`config.mk`:
```
export PLATFORM = sky130hd
export DESIGN_NAME = fifo_ctrl_1r1w
export DESIGN_NICKNAME = d
export VERILOG_FILES = /design/src/rtl/fifo_ctrl_1r1w.sv
export SDC_FILE = /design/constraint.sdc
export NUM_CORES = 1
export LEC_CHECK = 0
export CAP_MARGIN = 20
export CORE_ASPECT_RATIO = 1.1
export CORE_MARGIN = 3
export CORE_UTILIZATION = 36
export DETAILED_ROUTE_END_ITERATION = 16
export PLACE_DENSITY = 0.83
export SYNTH_ARGS = -nofsm -noshare
export SYNTH_HDL_FRONTEND = slang
export SYNTH_SLANG_ARGS = --single-unit
```
`constraint.sdc`:
```
create_clock -name clk_i -period 5 [get_ports clk_i]
set_input_delay 0.5 -clock clk_i [delete_from_list [all_inputs] [get_ports clk_i]]
set_output_delay 0.5 -clock clk_i [all_outputs]
set_load 0.03 [all_outputs]
```
`src/rtl/fifo_ctrl_1r1w.sv`:
```
// First-word-fall-through FIFO controller for an external 1R1W RAM with an
// async read port. Pointers wrap explicitly so depth_p need not be a power of 2.
module fifo_ctrl_1r1w #(
  parameter  int width_p = 8,
  parameter  int depth_p = 8,
  localparam int aw_lp   = (depth_p > 1) ? $clog2(depth_p) : 1,
  localparam int cw_lp   = $clog2(depth_p + 1)
) (
  input  logic               clk_i,
  input  logic               reset_i,
  input  logic               valid_i,
  input  logic [width_p-1:0] data_i,
  output logic               ready_o,
  output logic               valid_o,
  output logic [width_p-1:0] data_o,
  input  logic               ready_i,
  output logic [cw_lp-1:0]   count_o,
  output logic               ram_wr_valid_o,
  output logic [aw_lp-1:0]   ram_wr_addr_o,
  output logic [width_p-1:0] ram_wr_data_o,
  output logic [aw_lp-1:0]   ram_rd_addr_o,
  input  logic [width_p-1:0] ram_rd_data_i
);

  logic [aw_lp-1:0] wr_ptr, rd_ptr, wr_ptr_nxt, rd_ptr_nxt;
  logic [cw_lp-1:0] count;
  logic             empty, full, push, pop;

  // Flags come from the occupancy counter so full/empty never alias.
  assign empty = (count == '0);
  assign full  = (count == cw_lp'(depth_p));

  // Handshake flags depend only on state and reset, never on the peer's inputs.
  assign ready_o = ~reset_i & ~full;
  assign valid_o = ~reset_i & ~empty;

  assign push = valid_i & ready_o;
  assign pop  = valid_o & ready_i;

  assign ram_wr_valid_o = push;
  assign ram_wr_addr_o  = wr_ptr;
  assign ram_wr_data_o  = data_i;
  assign ram_rd_addr_o  = rd_ptr;
  assign data_o         = ram_rd_data_i;
  assign count_o        = count;

  always_comb begin
    wr_ptr_nxt = (wr_ptr == aw_lp'(depth_p - 1)) ? '0 : wr_ptr + aw_lp'(1);
    rd_ptr_nxt = (rd_ptr == aw_lp'(depth_p - 1)) ? '0 : rd_ptr + aw_lp'(1);
  end

  always_ff @(posedge clk_i) begin
    if (reset_i) begin
      wr_ptr <= '0;
      rd_ptr <= '0;
      count  <= '0;
    end else begin
      if (push) wr_ptr <= wr_ptr_nxt;
      if (pop)  rd_ptr <= rd_ptr_nxt;
      if (push && !pop)      count <= count + cw_lp'(1);
      else if (pop && !push) count <= count - cw_lp'(1);
    end
  end

  always_ff @(posedge clk_i) begin
    if (!reset_i) begin
      assert (count <= cw_lp'(depth_p));
      assert (!(push && full));
    end
  end

endmodule

```
==> flow_metrics.env, run 1 <==
export IMPL_mappedNetlistArea_um2=684
export IMPL_dpl_cell_area_um2=733
export IMPL_max_freq_mhz=324
export IMPL_rsz0062_at_grt="false"
export IMPL_worst_ep_required_time_ns=5.15
export IMPL_power_internal_uw=246
export IMPL_start_util_pct=41.0
export IMPL_p_leak_uw=0.000310
export IMPL_die_width_um=47.6
export IMPL_status="complete, no violations"
export IMPL_wl_per_cell_um=13.8
export IMPL_synth_seq_cells=10
export IMPL_finalCritPeriodShare_pct=61.8
export IMPL_ctsResizeCount=0
export IMPL_worstSetupStartpointType="primary input"
export IMPL_rows=15
export IMPL_syn_area_per_cell_um2=8.77
export IMPL_ir_drop_uv=220
export IMPL_cts_buffers=3
export IMPL_drt_iter0_drc=2
export IMPL_gp_congestion=0.770
export IMPL_htreeDepth=1
export IMPL_vias=506
export IMPL_hold_violations=0
export IMPL_critPathCaptureType="flip-flop"
export IMPL_drt_wl_total_mm=1.31
export IMPL_cp_max_fo=15
export IMPL_setup_violations=0
export IMPL_dr_pass1_iters=2
export IMPL_criticalPathCategory="primary input to flip-flop"
export IMPL_power_switching_uw=208
export IMPL_fin_setup_tns_ns=0
export IMPL_hpwl_mm=1.04
export IMPL_drv_cap=0
export IMPL_core_area_mm2=0.00167
export IMPL_via_per_inst=5.33
export IMPL_tightest_slew_ns=0.531
export IMPL_synth_nets=106
export IMPL_combPwrFrac_pct=57.9
export IMPL_first_global_vias=492
export IMPL_ys_seq_area_share_pct=29.3
export IMPL_stdcell_area_um2=756
export IMPL_port_buffers=16
export IMPL_fin_skew_ns=0.00950
export IMPL_grt_pass1_wl_mm=2.13
export IMPL_setup_ws_ns=1.91
export IMPL_drive_above_1_share_pct=7.69
export IMPL_clk_pin_slew_worst_paths_ns=0.07
export IMPL_yosys_warnings=0
export IMPL_cts_root_buf="clkbuf_4"
export IMPL_dp_cells=92
export IMPL_clockPowerShare_pct=11.5
export IMPL_grt_use_total_pct=11.8
export IMPL_period_minus_slack_ns=3.09
export IMPL_insertion_delay_ns=0.25
export IMPL_dieArea_mm2=0.00246
export IMPL_die_h_um=51.7
export IMPL_seqPwrFrac_pct=30.6
export IMPL_syn_inst=78
export IMPL_globalRouteOverflowTotal=0
export IMPL_swShare_pct=45.8
export IMPL_drc=0
export IMPL_diodes=0
export IMPL_fin_cells=95
export IMPL_drtAntennaViolNets=0
export IMPL_clk_path_buf_depth=2
export IMPL_grt_max_degree=16
export IMPL_io_pins=49
export IMPL_maxSlewViolCount=0
export IMPL_cp_arrival_ns=3.24
export IMPL_postCtsSetupRepairBufs=0
export IMPL_nNetsFinal=108
export IMPL_hold_path_class="flip-flop to flip-flop"
export IMPL_slew_headroom_pct=64.5
export IMPL_hold_buffers=0
export IMPL_synth_cell_types=28
export IMPL_antenna_found_initial=0
export IMPL_post_place_ws_ns=1.67
export IMPL_syn_to_final_growth_pct=10.4
export IMPL_cts_tree="built"
export IMPL_p_per_area_mw_per_mm2=600
export IMPL_clock_sinks=10
power groups by stage:
stage | registers, uW | logic, uW | clock network, uW
2_1_floorplan | 181 | 151 | 0
3_3_place_gp | 140 | 249 | 0
3_5_place_dp | 142 | 262 | 0
4_1_cts | 140 | 264 | 54.1
5_1_grt | 145 | 286 | 58.0
6_report | 139 | 262 | 52.3
cell type report:
| cell class | instances | area (um2) |
|---|---|---|
| fill | 160 | 915 |
| multi-input combinational | 45 | 337 |
| sequential | 10 | 200 |
| timing repair buffer | 16 | 160 |
| clock buffer | 3 | 22.5 |
| tap | 17 | 21.3 |
| inverter | 4 | 15.0 |
worst max-delay path, cell delays in order:
cell and delay (ns):
clkdlybuf4s50_1 0.64, or3b_1 0.59, ha_1 0.24, inv_1 0.13
ha_1 0.29, a21oi_1 0.22, a211oi_1 0.12, a31oi_1 0.17
mux2_2 0.34
state kept, by name (all words and copies together), names as in the netlist:
signal / flops
ram_rd_addr_o: 3
ram_wr_addr_o: 3
count_o: 4
path summary, 6_finish.rpt:
check,from,endpoint,slack (ns),cells past startpoint
setup / recovery,reset_i,count_o[3]$_SDFFE_PP0P_,1.91,9
hold / removal,ram_wr_addr_o[1]$_SDFFE_PP0P_,ram_wr_addr_o[1]$_SDFFE_PP0P_,0.52,2
setup reg to reg,count_o[0]$_SDFFE_PP0P_,count_o[3]$_SDFFE_PP0P_,2.26,9
hold reg to reg,ram_wr_addr_o[1]$_SDFFE_PP0P_,ram_wr_addr_o[1]$_SDFFE_PP0P_,0.52,2
through the flow:
step	hold slack [ns]	util, %	power, uW
after floorplan	0.609	-	332
after global placement	0.486	43.9	389
after detailed placement	0.504	43.9	404
after CTS	0.522	45.2	458
after global routing	0.540	45.2	489
final	0.515	45.2	454
per-layer routing:
metal	track usage [%]	share of wire, %	vias to the layer above
li1	-	-	249
met1	13.5	43	230
met2	19.2	49	21
met3	3.46	6.3	6
met4	5.83	1.9	0
met5	0	0	-
cell usage in the layout, fill, tap and decap left out, types with 2 or more instances in the layout:
master,instances
a21oi_1,3
clkbuf_4,3
clkdlybuf4s50_1,16
dfxtp_1,10
ha_1,7
inv_1,4
nand2_1,2
nand2b_1,2
nand3b_1,3
nor2_1,9
o21ai_0,2
o21ai_1,2
Yosys cell counts:
| cell type | number | area, um2 |
|---|---|---|
| buf_4 | 16 | 120 |
| dfxtp_1 | 10 | 200 |
| nor2_1 | 9 | 33.8 |
| ha_1 | 7 | 87.6 |
| inv_1 | 4 | 15.0 |
| a21oi_1 | 3 | 15.0 |
| nand3b_1 | 3 | 22.5 |
| clkbuf_1 | 2 | 7.51 |
| nand2_1 | 2 | 7.51 |
| nand2b_1 | 2 | 12.5 |
| o21ai_0 | 2 | 10.0 |
| o21ai_1 | 2 | 10.0 |
| a211oi_1 | 1 | 7.51 |
| a211oi_2 | 1 | 12.5 |
| a22o_1 | 1 | 8.76 |
| a31oi_1 | 1 | 6.26 |
| buf_2 | 1 | 5.00 |
| fa_1 | 1 | 20.0 |
| mux2_2 | 1 | 11.3 |
| mux2i_1 | 1 | 10.0 |
| nand3_1 | 1 | 5.00 |
| nor2b_1 | 1 | 6.26 |
| nor3_1 | 1 | 5.00 |
| nor4_1 | 1 | 6.26 |
| o31ai_2 | 1 | 12.5 |
| or3b_1 | 1 | 8.76 |
| xnor2_1 | 1 | 8.76 |
| xor2_1 | 1 | 8.76 |
logic make-up (layout without fill, tap and decap cells):
group | Yosys count | after routing | synth area share [%]
buffers and inverters | 23 | 23 | 21.6
adder cells (fa/ha/maj) | 8 | 8 | 15.7
XOR/XNOR | 2 | 2 | 2.56
multiplexers | 2 | 2 | 3.11
AO/OA/AOI/OAI | 12 | 12 | 12.1
AND/OR/NAND/NOR | 21 | 21 | 15.7
flip-flops | 10 | 10 | 29.3
No activity file was read; power rests on OpenSTA's default activity.
==> run 2, diff against run 1 <==
--- a/config.mk
+++ b/config.mk
@@ -8,9 +8,9 @@
 export CAP_MARGIN = 20
 export CORE_ASPECT_RATIO = 1.1
 export CORE_MARGIN = 3
-export CORE_UTILIZATION = 36
+export CORE_UTILIZATION = 34
 export DETAILED_ROUTE_END_ITERATION = 16
-export PLACE_DENSITY = 0.83
+export PLACE_DENSITY = 0.79
 export SYNTH_ARGS = -nofsm -noshare
 export SYNTH_HDL_FRONTEND = slang
 export SYNTH_SLANG_ARGS = --single-unit
==> constraint.sdc (replaced) <==
create_clock -name clk_i -period 3 [get_ports clk_i]
set_input_delay 0.3 -clock clk_i [delete_from_list [all_inputs] [get_ports clk_i]]
set_output_delay 0.3 -clock clk_i [all_outputs]
set_load 0.03 [all_outputs]
==> run 2 against run 1 <==
  * Worst setup slack got worse by 1.4 ns
  * Combinational power is 68% higher
  * Clock-buffer cell count grew 1
  * Core utilization is 1.6 points lower
  * Routed wire length down 0.53%
  * Sequential cell count unchanged
  * Sequential power up 66%
  * Via count is 0.59% higher
  * Global-route usage is 0.30 points higher
  * Clock skew fell by 0.0072 ns
  * Clock power rose by 150%
  * Critical path type is now flip-flop to flip-flop
  * Highest routed layer unchanged
==> flow_metrics.env, run 2 (same netlist as run 1, synthesis figures left out) <==
export IMPL_status="complete, no violations"
export IMPL_nFillCells=197
export IMPL_ctsResizeCount=0
export IMPL_drtAntennaViolNets=0
export IMPL_max_stage_delay_ns=0.47
export IMPL_fin_skew_ns=0.00231
export IMPL_grt_pass1_wl_mm=2.33
export IMPL_slew_headroom_pct=79.2
export IMPL_htreeDepth=1
export IMPL_hpwl_um=967
export IMPL_die_width_um=48.8
export IMPL_diodes=0
export IMPL_mostFrequentLayoutCell="clkdlybuf4s50_1"
export IMPL_start_util_pct=37.2
export IMPL_dr_pass1_iters=4
export IMPL_ir_drop_uv=300
export IMPL_p_leak_uw=0.000331
export IMPL_fin_setup_tns_ns=0
export IMPL_largest_reg_flops=4
export IMPL_crit_top_cell="ha_1"
export IMPL_max_freq_mhz=401
export IMPL_globalRouteOverflowTotal=0
export IMPL_die_h_um=53.1
export IMPL_rsz0062_at_grt="false"
export IMPL_min_path_cells=2
export IMPL_setup_violations=0
export IMPL_postCtsSetupRepairBufs=0
export IMPL_tightest_slew_ns=0.309
export IMPL_critPathTopFamily="simple AND/OR/NAND/NOR gates"
export IMPL_drt_iter0_drc=10
export IMPL_port_buffers=16
export IMPL_drive_above_1_share_pct=12.2
export IMPL_maxSlewViolCount=0
export IMPL_grt_max_degree=15
export IMPL_most_common_layout_cells="clkdlybuf4s50_1, dfxtp_1, nor2_1, ha_1, inv_1"
export IMPL_wl_per_cell_um=11.9
export IMPL_nNetsFinal=111
export IMPL_first_global_vias=533
export IMPL_clock_sinks=10
export IMPL_grt_use_total_pct=12.1
export IMPL_stdcell_area_um2=805
export IMPL_worstSetupStartpointType="flip-flop"
export IMPL_dpl_cell_area_um2=768
export IMPL_critPathCaptureType="flip-flop"
export IMPL_cp_num_buf_inv=1
export IMPL_hold_buffers=0
export IMPL_cts_tree="built"
export IMPL_vias=509
export IMPL_drv_cap=0
export IMPL_antenna_found_initial=0
export IMPL_clk_pin_slew_worst_paths_ns=0.07
export IMPL_r2r_slack_ns=0.50
export IMPL_rows=16
export IMPL_ff2ff_path_depth=9
export IMPL_hold_violations=0
export IMPL_cp_max_fo=6
export IMPL_period_minus_slack_ns=2.50
export IMPL_core_area_mm2=0.00184
export IMPL_cts_root_buf="clkbuf_4"
export IMPL_io_pins=49
export IMPL_via_per_inst=4.67
export IMPL_worst_ep_required_time_ns=3.17
export IMPL_cpMaxStageDelayCell="dfxtp_1"
export IMPL_finalCritPeriodShare_pct=83.2
export IMPL_dieArea_mm2=0.00259
export IMPL_cp_arrival_ns=2.67
export IMPL_drc=0
export IMPL_gp_congestion=0.716
export IMPL_clk_path_buf_depth=2
export IMPL_p_per_area_mw_per_mm2=994
export IMPL_insertion_delay_ns=0.28
export IMPL_hold_path_class="flip-flop to flip-flop"
export IMPL_path_cells="nor4_1 > or3b_1 > ha_1 > inv_1 > ha_1 > a21oi_1 > a211oi_1 > a31oi_1 > mux2_2"
export IMPL_cts_buffers=3
export IMPL_path_depth=9
export IMPL_criticalPathCategory="flip-flop to flip-flop"
export IMPL_syn_to_final_growth_pct=17.6
export IMPL_drt_wl_total_mm=1.30
==> run 2: per-layer routing <==
metal / global-route usage, % / part of all wire, %
met5: 0 / 0
met4: 12.3 / 3.1
met3: 4.51 / 9.7
met2: 18.8 / 46
met1: 12.4 / 41
==> run 2: area by class of cell <==
type | instances | area, um2 | area share (%)
Clock buffer | 4 | 36.3 | 4.51
Timing Repair Buffer | 19 | 183 | 22.7
Inverter | 4 | 15.0 | 1.87
Sequential cell | 10 | 200 | 24.9
Multi-Input combinational cell | 45 | 337 | 41.8
Tap cell | 27 | 33.8 | 4.20
==> run 2: worst min-delay path, stage by stage (launching register included) <==
cell,delay (ns)
dfxtp_1,0.33
nand2b_1,0.07
o21ai_0,0.06
==> run 2: through the flow <==
stage / std cells / util, % / power (uW) / hold slack [ns] / setup slack, ns
finish: 109 / 43.7 / 800 / 0.503 / 0.504
global placement: 105 / 41.7 / 657 / 0.483 / 0.405
floorplan: 78 / - / 554 / 0.480 / 0.0260
global route: 109 / 43.7 / 861 / 0.534 / 0.280
detailed placement: 105 / 41.7 / 671 / 0.496 / 0.332
CTS: 109 / 43.7 / 804 / 0.510 / 0.503
==> run 2: report_power, final <==
part | total (uW) | internal [uW] | switching (uW) | leakage [uW]
clock network | 129 | 74.0 | 54.9 | 0.0000210
logic | 439 | 198 | 241 | 0.000228
registers | 231 | 173 | 58.0 | 0.0000820
total | 800 | 445 | 354 | 0.000331
==> run 2: path summary, 6_finish.rpt <==
path                                                     from                             to
worst max-delay path                  count_o[0]$_SDFFE_PP0P_        count_o[3]$_SDFFE_PP0P_
worst min-delay path            ram_wr_addr_o[2]$_SDFFE_PP0P_  ram_wr_addr_o[2]$_SDFFE_PP0P_
worst max register to register        count_o[0]$_SDFFE_PP0P_        count_o[3]$_SDFFE_PP0P_
worst min register to register  ram_wr_addr_o[2]$_SDFFE_PP0P_  ram_wr_addr_o[2]$_SDFFE_PP0P_
==> run 3, diff against run 2 <==
--- a/config.mk
+++ b/config.mk
@@ -8,9 +8,9 @@
 export CAP_MARGIN = 20
 export CORE_ASPECT_RATIO = 1.1
 export CORE_MARGIN = 3
-export CORE_UTILIZATION = 34
+export CORE_UTILIZATION = 30
 export DETAILED_ROUTE_END_ITERATION = 16
-export PLACE_DENSITY = 0.79
+export PLACE_DENSITY = 0.74
 export SYNTH_ARGS = -nofsm -noshare
 export SYNTH_HDL_FRONTEND = slang
 export SYNTH_SLANG_ARGS = --single-unit
==> constraint.sdc (replaced) <==
create_clock -name clk_i -period 2.1 [get_ports clk_i]
set_input_delay 0.21 -clock clk_i [delete_from_list [all_inputs] [get_ports clk_i]]
set_output_delay 0.21 -clock clk_i [all_outputs]
set_load 0.03 [all_outputs]
==> run 3 against run 2 <==
  * Cell count is 16% higher
  * Hold slack got worse by 0.083 ns
  * Global-route usage increased by 0.33 points
  * Non-clock buffer count rose by 16
  * Fmax increased by 18%
  * Sequential cell count unchanged
  * The flow now finishes with violations (setup timing)
  * First-iteration DRC count down 70%
==> flow_metrics.env, run 3 (same netlist as run 1, synthesis figures left out) <==
export IMPL_htreeDepth=1
export IMPL_violations="setup timing"
export IMPL_grt_max_degree=14
export IMPL_clock_sinks=10
export IMPL_cts_buffers=3
export IMPL_p_per_area_mw_per_mm2=1460
export IMPL_diodes=0
export IMPL_setup_violations=1
export IMPL_port_buffers=16
export IMPL_max_freq_mhz=471
export IMPL_fin_setup_tns_ns=-0.0239
export IMPL_tightest_slew_ns=0.322
export IMPL_rsz0062_at_grt="true"
export IMPL_crit_top_cell="ha_4"
export IMPL_path_cells="nor4_4 > or3b_4 > ha_4 > inv_4 > ha_4 > a21oi_4 > a211oi_2 > a31oi_1 > mux2_2"
export IMPL_worstSetupStartpointType="flip-flop"
export IMPL_drv_cap=0
export IMPL_drtAntennaViolNets=0
export IMPL_hold_buffers=0
export IMPL_cts_root_buf="clkbuf_4"
export IMPL_slew_headroom_pct=78.5
export IMPL_setup_ws_ns=-0.0239
export IMPL_wl_per_cell_um=12.8
export IMPL_drive_above_1_share_pct=41.8
export IMPL_dieArea_mm2=0.00289
export IMPL_cp_arrival_ns=2.27
export IMPL_hpwl_mm=1.10
export IMPL_core_area_mm2=0.00208
export IMPL_cp_startpoint="count_o[0]$_SDFFE_PP0P_"
export IMPL_start_util_pct=32.8
export IMPL_p_leak_uw=0.000432
export IMPL_globalRouteOverflowTotal=0
export IMPL_hold_start="ram_rd_data_i[0]"
export IMPL_drt_iter0_drc=3
export IMPL_cp_max_fo=4
export IMPL_nNetsFinal=127
export IMPL_syn_to_final_growth_pct=51.0
export IMPL_dr_pass1_iters=4
export IMPL_most_common_layout_cells="buf_4, clkdlybuf4s50_1, nor2_1, dfxtp_1"
export IMPL_antenna_found_initial=0
export IMPL_seqPwrFrac_pct=21.9
export IMPL_r2r_slack_ns=-0.02
export IMPL_clk_pin_slew_worst_paths_ns=0.07
export IMPL_rows=17
export IMPL_criticalPathCategory="flip-flop to flip-flop"
export IMPL_drc=0
export IMPL_gp_congestion=0.858
export IMPL_power_internal_uw=883
export IMPL_clk_path_buf_depth=2
export IMPL_largest_reg_flops=4
export IMPL_via_per_inst=4.55
export IMPL_drt_wl_total_mm=1.62
export IMPL_die_width_um=51.5
export IMPL_r2r_start="count_o[0]$_SDFFE_PP0P_"
export IMPL_grt_pass1_wl_mm=2.79
export IMPL_status="finished, violations left"
export IMPL_hold_violations=0
export IMPL_maxSlewViolCount=0
export IMPL_period_minus_slack_ns=2.12
export IMPL_vias=573
export IMPL_io_pins=49
export IMPL_worst_ep_required_time_ns=2.25
export IMPL_mostFrequentLayoutCell="buf_4"
export IMPL_max_stage_delay_ns=0.36
export IMPL_insertion_delay_ns=0.26
export IMPL_hold_slack_ns=0.420
export IMPL_power_switching_uw=625
export IMPL_finalCritPeriodShare_pct=101
export IMPL_clockPowerShare_pct=9.3
export IMPL_cpMaxStageDelayCell="dfxtp_4"
export IMPL_cts_tree="built"
export IMPL_first_global_vias=627
export IMPL_critPathCaptureType="flip-flop"
export IMPL_post_place_ws_ns=-0.389
export IMPL_ir_drop_uv=780
export IMPL_grt_use_total_pct=12.4
export IMPL_die_h_um=56.1
export IMPL_swShare_pct=41.4
export IMPL_combPwrFrac_pct=68.7
export IMPL_hold_path_class="primary input to primary output"
export IMPL_fin_skew_ns=0.00580
[run 3: cell types whose count changed in the layout (fill, tap and decap cells not counted), moves of 2 or more]
| cell | previous run | this run |
|---|---|---|
| ha_1 | 7 | 4 |
| buf_6 | 0 | 4 |
| dfxtp_4 | 0 | 3 |
| clkdlybuf4s50_1 | 16 | 14 |
| buf_4 | 3 | 16 |
| ha_4 | 0 | 2 |
| dfxtp_1 | 10 | 6 |
[run 3: layout make-up]
type,count,area [um2]
Fill cell,212,1050
Sequential cell,10,213
Timing Repair Buffer,35,318
Multi-Input combinational cell,45,424
Tap cell,28,35.0
Inverter,4,17.5
Clock buffer,4,26.3
[run 3: through the flow]
stage	power, uW	utilization, %	instance area (um2)	cells
floorplan	876	-	734	78
global placement	1150	42.4	885	115
detailed placement	1180	42.4	885	115
CTS	1450	47.9	998	123
global route	1610	49.6	1030	126
finish	1510	49.6	1030	126
[run 3: path summary, 6_finish.rpt]
path	to	cells past startpoint
worst min-delay path	data_o[0]	0
worst max register to register	count_o[3]$_SDFFE_PP0P_	9
worst max-delay path	count_o[3]$_SDFFE_PP0P_	9
worst min register to register	ram_wr_addr_o[2]$_SDFFE_PP0P_	2
[run 3: timing repair]
| action | 4_1_cts | 5_1_grt |
|---|---|---|
| pin swaps | 8 | 9 |
| setup buffers | 5 | 3 |
| gates resized for setup | 11 | 4 |
| cloned | 0 | 0 |
| setup endpoints to repair | 2 | 3 |
[run 3: power by group through the flow]
stage | registers [uW] | logic [uW] | clock network (uW)
2_1_floorplan | 469 | 407 | 0
3_3_place_gp | 308 | 846 | 0
3_5_place_dp | 310 | 865 | 0
4_1_cts | 330 | 974 | 148
5_1_grt | 341 | 1110 | 153
6_report | 330 | 1040 | 141
[run 3: routing by layer]
metal  GRT usage (%)  wire (um)  part of all wire, %
met1            13.5        652                   40
met2            21.3        853                   53
met3            4.29        105                  6.5
met4            5.24          5                 0.31
met5               0          0                    0
[run 3: critical path, delay by kind of cell, from the launching register on]
kind                       cells  cell delay (ns)
AOI/OAI and AO/OA              3             0.38
adders and majority gates      2             0.38
and+or+nand+nor                2             0.50
DFF                            1             0.36
muxes                          1             0.34
buffers and inverters          1             0.05
